==> src/rtl/mux_2to1_rr_arbiter.sv <==
// mux_2to1_rr_arbiter
// Two-channel round-robin arbiter feeding a 2:1 mux stage. Accepts two
// valid/ready streams, registers the winning word in a single-entry output
// stage and drives the mux select (s) and enable from that stage.
// Priority rotates only on an actual transfer, so stalls never skew fairness.

module mux_2to1_rr_arbiter #(
  parameter int WIDTH = 8
) (
  input  logic             clk,
  input  logic             rst_n,
  input  logic [WIDTH-1:0] in0_data,
  input  logic             in0_valid,
  output logic             in0_ready,
  input  logic [WIDTH-1:0] in1_data,
  input  logic             in1_valid,
  output logic             in1_ready,
  output logic [WIDTH-1:0] out_data,
  output logic             out_valid,
  input  logic             out_ready,
  output logic             s,
  output logic             enable
);

  // Output register occupancy states
  localparam logic [0:0] ST_EMPTY = 1'b0;
  localparam logic [0:0] ST_FULL  = 1'b1;

  // Round-robin pick: returns {grant_any, grant_idx}.
  // With both channels requesting, the channel that did not win last time wins.
  function automatic logic [1:0] rr_pick(
    input logic v0,
    input logic v1,
    input logic last
  );
    logic [1:0] res;
    case ({v1, v0})
      2'b01:   res = 2'b10;
      2'b10:   res = 2'b11;
      2'b11:   res = {1'b1, ~last};
      default: res = 2'b00;
    endcase
    return res;
  endfunction

  // Registered state
  logic [0:0]       state_q,      state_d;
  logic [WIDTH-1:0] out_data_q,   out_data_d;
  logic             s_q,          s_d;
  logic             last_grant_q, last_grant_d;

  // Combinational arbitration signals
  logic             grant_any;
  logic             grant_idx;
  logic             load;
  logic             xfer;
  logic [WIDTH-1:0] grant_data;

  // Arbitration: who wins, whether the output stage can take a word, and the winning payload
  always_comb begin
    grant_any  = 1'b0;
    grant_idx  = 1'b0;
    load       = 1'b0;
    xfer       = 1'b0;
    grant_data = {WIDTH{1'b0}};
    {grant_any, grant_idx} = rr_pick(in0_valid, in1_valid, last_grant_q);
    // The stage can load when it is empty or its current word leaves this cycle
    load = (state_q == ST_EMPTY) | out_ready;
    xfer = load & grant_any;
    if (grant_idx) begin
      grant_data = in1_data;
    end else begin
      grant_data = in0_data;
    end
  end

  // Input handshakes; held low while reset is asserted so nothing is accepted
  always_comb begin
    in0_ready = 1'b0;
    in1_ready = 1'b0;
    if (rst_n) begin
      in0_ready = xfer & in0_valid & ~grant_idx;
      in1_ready = xfer & in1_valid &  grant_idx;
    end else begin
      in0_ready = 1'b0;
      in1_ready = 1'b0;
    end
  end

  // Next-state for the single-entry output stage and the priority pointer
  always_comb begin
    state_d      = state_q;
    out_data_d   = out_data_q;
    s_d          = s_q;
    last_grant_d = last_grant_q;
    case (state_q)
      ST_EMPTY: begin
        if (grant_any) begin
          state_d      = ST_FULL;
          out_data_d   = grant_data;
          s_d          = grant_idx;
          last_grant_d = grant_idx;
        end else begin
          state_d = ST_EMPTY;
        end
      end
      ST_FULL: begin
        if (out_ready) begin
          if (grant_any) begin
            // Pass-through: current word leaves and the winner replaces it in the same edge
            state_d      = ST_FULL;
            out_data_d   = grant_data;
            s_d          = grant_idx;
            last_grant_d = grant_idx;
          end else begin
            // Word consumed, nothing to replace it; data/select simply hold
            state_d = ST_EMPTY;
          end
        end else begin
          // Downstream stalled: hold everything, priority does not rotate
          state_d = ST_FULL;
        end
      end
      default: begin
        state_d      = ST_EMPTY;
        out_data_d   = {WIDTH{1'b0}};
        s_d          = 1'b0;
        last_grant_d = 1'b1;
      end
    endcase
  end

  // State registers; last_grant resets to 1 so channel 0 wins the first contention
  always_ff @(posedge clk or negedge rst_n) begin
    if (!rst_n) begin
      state_q      <= ST_EMPTY;
      out_data_q   <= {WIDTH{1'b0}};
      s_q          <= 1'b0;
      last_grant_q <= 1'b1;
    end else begin
      state_q      <= state_d;
      out_data_q   <= out_data_d;
      s_q          <= s_d;
      last_grant_q <= last_grant_d;
    end
  end

  // Output drive straight from the registers
  always_comb begin
    out_data  = out_data_q;
    out_valid = (state_q == ST_FULL);
    enable    = (state_q == ST_FULL);
    s         = s_q;
  end

endmodule
==> config.mk <==
export PLATFORM = sky130hd
export DESIGN_NAME = mux_2to1_rr_arbiter
export DESIGN_NICKNAME = d
export VERILOG_FILES = /design/src/rtl/mux_2to1_rr_arbiter.sv
export SDC_FILE = /design/constraint.sdc
export NUM_CORES = 1
export LEC_CHECK = 0
export BUFFER_PORTS_ARGS = -buffer_cell sky130_fd_sc_hd__buf_2
export CAP_MARGIN = 30
export CORE_MARGIN = 5
export CORE_UTILIZATION = 36
export CTS_CLUSTER_DIAMETER = 50
export CTS_CLUSTER_SIZE = 14
export DETAILED_ROUTE_END_ITERATION = 10
export PLACE_DENSITY = 0.75
export SLEW_MARGIN = 20
export SYNTH_ARGS = -nofsm -noshare
export SYNTH_HDL_FRONTEND = slang
export SYNTH_SLANG_ARGS = --single-unit
export TNS_END_PERCENT = 100
==> constraint.sdc <==
create_clock -name clk -period 1.1 [get_ports clk]
set_input_delay 0.22 -clock clk [delete_from_list [all_inputs] [get_ports clk]]
set_output_delay 0.22 -clock clk [all_outputs]
set_load 0.03 [all_outputs]
Yosys cells after proc, flatten, opt, wreduce, memory -nomap -nowiden
Cells that the tools add are included.
{"block": "classes", "eq_ne": 4, "bitwise_logic": 9, "muxes": 16}
{"operator": "8-bit 2-to-1 mux", "count": 3}
{"operator": "8-bit one-hot mux with 2 select lines", "count": 1}
{"operator": "1-bit 2-to-1 mux", "count": 8}
{"operator": "1-bit one-hot mux with 2 select lines", "count": 3}
{"operator": "2-bit one-hot mux with 3 select lines", "count": 1}
{"operator": "1-bit AND", "count": 5}
{"operator": "2-bit equality test, second input constant", "count": 2}
{"operator": "1-bit NOT", "count": 3}
{"operator": "2-bit by 1-bit equality test with 1-bit output, second input constant", "count": 1}
{"operator": "2-bit != test, second input constant", "count": 1}
{"operator": "1-bit bitwise OR", "count": 1}
{"block": "totals", "out_inout_bits": 13, "inputBits": 21, "register_bits": 11, "elab_cells": 33}

Logic depth before layout (Yosys ltp)
{"block": "depth", "word_depth": 6, "depth_mapped": 5, "ltp_nobuf": 3}

Least setup slack after synthesis
OpenSTA, ideal clock, no wires.
{"block": "synth_path", "kind": "register -> output", "start": "register state_q, in the netlist enable", "end": "output in0_ready", "setup_slack_ps": -595, "t_arrival_ps": 1475, "path_stages_with_launch": 5, "t_required_ps": 880, "n_path_buf": 1, "path_cell_list": "dfrtp_1 -> nand2b_1 -> clkbuf_1 -> nand3_1 -> nor2_1"}
{"block": "synth_via", "elab_chain_cells": 6}
{"item": "start, declared", "line_no": "47", "text": "logic [0:0] state_q, state_d;"}
{"item": "start signal, assigned", "line_no": "141", "text": "state_q <= state_d;"}
{"item": "1-bit NOT"}
{"item": "1-bit bitwise OR", "line_no": "68", "text": "load = (state_q == ST_EMPTY) | out_ready;"}
{"item": "1-bit AND", "line_no": "69", "text": "xfer = load & grant_any;"}
{"item": "1-bit AND (2 in series)", "line_no": "82", "text": "in0_ready = xfer & in0_valid & ~grant_idx;"}
{"item": "1-bit 2-to-1 mux", "line_no": "81", "text": "if (rst_n) begin"}
{"item": "end, declared", "line_no": "14", "text": "output logic in0_ready,"}
Every way passes these cells.

Final worst setup path
{"block": "layout_path", "start": "register last_grant_q", "end": "output in0_ready"}
{"block": "layout_via", "elab_chain_cells": 5}
{"item": "start, declared", "line_no": "50", "text": "logic last_grant_q, last_grant_d;"}
{"item": "start signal, assigned", "line_no": "144", "text": "last_grant_q <= last_grant_d;"}
{"item": "1-bit NOT", "line_no": "40", "text": "2'b11: res = {1'b1, ~last};"}
{"item": "2-bit one-hot mux with 3 select lines", "line_no": "37", "text": "case ({v1, v0})"}
{"item": "1-bit NOT", "line_no": "82"}
{"item": "1-bit AND", "line_no": "82"}
{"item": "1-bit 2-to-1 mux", "line_no": "81"}
Every way passes these cells.

==> out/qor.csv <==
metric,value,unit
largest net degree at the start of global routing,10,
post-route cell area,930,µm²
WS Path Type,reg -> out,
worst-path fanout max,2,
cell with the largest stage delay on the worst path,dfstp_2,
HP Class,in -> reg,
CTS Buf Count,3,
pre-CTS setup slack,-0.102,ns
R2R Path Start,last_grant_q$_DFFE_PN1N_,
crit path cell chain,"a21boi_2, buf_4, nor2_4, buf_6",
IO buf count,33,
Detail Route met3 WL,129,µm
Die Wd,49.4,µm
Worst Path Required,0.88,ns
Area Growth Syn to Fin,66.2,%
crit share post-route,1.29,
vias,598,
PD cells,1380,nW/µm²
CP endpoint kind,output pin,
Final #Nets,130,
gpl congestion,0.769,
first-pass GRT wire length,2640,µm
Inst Count DP,117,
Synth Area in Simple Gates,0.190,
"Cell Area, Synth",559,µm²
leakage,0.456,nW
Die H,49.4,µm
final hold slack,0.199,ns
min-delay src,in1_data[5],
met1 WL,613,µm
Tmin final,1.42,ns
post-route setup slack,-0.323,ns
Hold EP,out_data[5]$_DFFE_PN0N_,
failing checks,negative setup slack,
Mapped Cells,63,
Seq cells post-synth,11,
Slew @ Worst Pin,0.192,ns
max-cap violations,0,
CP Launch Type,flop,
FF-to-FF path depth,6,
Syn Area/Cell,8.88,µm²
Routed WL per cell,13.5,µm
clock tree from TritonCTS,done,
die area,2440,µm²
vias in the first global route,620,
peak supply drop,966,µV
Rows,14,
synth warn,0,
clock buffer depth,2,
starting density of the core,0.376,
Synth Area in Compound Gates,0.233,
n_diodes,0,
met2 WL,896,µm
drt first pass iters,4,
share of cells above drive strength 1,0.593,
Worst Skew,0.00136,ns
Final Max Tran Viols,0,
hpwl dp,1230,µm
reg2reg setup slack,-0.16,ns
status,"finished, violations left",
detailed-route wire length,1680,µm
XOR/XNOR share of the synthesized area,0,
Setup Total Neg Slack,-1.84,ns
post-synthesis sequential area ratio,0.494,
clk slew on worst S/H paths,0.07,ns
syn_nets,84,
mux contribution to synthesized area,0,
clk_lat worst skew,0.26,ns
DR iter-0 viols,6,
Cell variety after synth,21,
final hold viol count,0,
Setup Viol. Count Final,11,
Critical Path Max Stage Delay,0.54,ns
initial antenna violation count,0,
Util after Layout,0.624,
Core ar.,1490,µm²
vias per cell,4.82,
CTS Sinks,11,
Pwr Total,1.28,mW
Routed Antenna Nets,0,
CP Data Arrival Time,1.20,ns
RSZ-0062 raised after global routing,yes,
Total GRT Usage,0.138,
DP Area,818,µm²
main combinational cell family by area after synthesis,compound AO/OA/AOI/OAI gates,
Synth Area in Adders,0,
FF-to-FF End,out_data[6]$_DFFE_PN0N_,
root buffer cell,clkbuf_4,
Top Metal Used,met4,
num ports,34,
DRC viols,0,
post-route insts no fill,124,
f_max,0.703,GHz
CTS HTree Levels,1,
Slew HR,0.871,
hold depth,3,
total global routing overflow,0,
## cell usage in the layout (no fill, tap or decap), drive strengths merged
| cell | count |
|---|---|
| dlygate4sd3 | 1 |
| dfrtp | 10 |
| a31oi | 9 |
| clkbuf | 4 |
| nand2b | 2 |
| and2 | 1 |
| nor2 | 1 |
| and3 | 1 |
| o21ai | 1 |
| or2 | 1 |
| nand2 | 17 |
| inv | 1 |
| a21oi | 9 |
| dfstp | 1 |
| a21boi | 1 |
| buf | 46 |
| a21bo | 1 |
| nand3 | 1 |
## cells by family (layout without fill, tap and decap cells)
logic type | Yosys count | in the layout
buffers and inverters | 7 | 52
flip-flops | 11 | 11
AND/OR/NAND/NOR | 24 | 24
AO/OA/AOI/OAI | 21 | 21
## repair_timing
| item | CTS | global route |
|---|---|---|
| pin swaps | 1 | 4 |
| endpoints found under the hold margin | 11 | 0 |
| cloned | 1 | 0 |
| setup endpoints to repair | 13 | 13 |
| buffers inserted | 2 | 0 |
| hold buffers | 1 | 0 |
| resized for setup | 14 | 4 |
## synthesized netlist by cell type
| cell | count | area share |
|---|---|---|
| a21bo_2 | 1 | 0.018 |
| a21boi_0 | 1 | 0.013 |
| a21oi_1 | 9 | 0.081 |
| a31oi_1 | 8 | 0.089 |
| a31oi_2 | 1 | 0.022 |
| and2_4 | 1 | 0.016 |
| and3_1 | 1 | 0.011 |
| buf_1 | 1 | 0.0067 |
| buf_2 | 1 | 0.0089 |
| buf_4 | 1 | 0.013 |
| buf_6 | 2 | 0.040 |
| clkbuf_1 | 1 | 0.0067 |
| dfrtp_1 | 10 | 0.45 |
| dfstp_2 | 1 | 0.047 |
| inv_1 | 1 | 0.0067 |
| nand2_1 | 17 | 0.11 |
| nand2b_1 | 2 | 0.022 |
| nand3_1 | 1 | 0.0089 |
| nor2_1 | 1 | 0.0067 |
| o21ai_1 | 1 | 0.0089 |
| or2_1 | 1 | 0.011 |
## layout make-up
cell class	instances	area, µm²
well taps	16	20.0
inverters	1	3.75
fillers	131	559
flip-flops and latches	11	278
repair buffers	47	305
multi-input cells	45	297
clock buffers	4	26.3
## power by group
| group | internal, mW | switching (mW) |
|---|---|---|
| clock | 0.140 | 0.134 |
| combinational | 0.206 | 0.294 |
| sequential | 0.475 | 0.0352 |
| total | 0.822 | 0.463 |
## worst max-delay path, delay by kind of cell (launching register included)
| kind | cells | cell delay (ns) |
|---|---|---|
| flops | 1 | 0.54 |
| buf+inv | 2 | 0.27 |
| simple gates | 1 | 0.07 |
| compound gates | 1 | 0.06 |
## worst max path at each step
stage                                        start   endpoint
after global placement    last_grant_q$_DFFE_PN1N_  in0_ready
after CTS                 last_grant_q$_DFFE_PN1N_  in0_ready
after floorplan                   enable$_DFF_PN0_  in0_ready
after detailed placement  last_grant_q$_DFFE_PN1N_  in0_ready
final                     last_grant_q$_DFFE_PN1N_  in0_ready
after global routing      last_grant_q$_DFFE_PN1N_  in0_ready
## per-layer routing
layer / vias up / GRT usage
li1: 304 / -
met1: 268 / 0.146
met2: 22 / 0.251
met3: 4 / 0.0306
met4: 0 / 0.0655
met5: - / 0
## sequential cells by signal (all words and copies together), names as in the netlist
register and cells:
out_data 8, last_grant_q 1, enable 1, s 1
(Power assumes the default switching activity.)
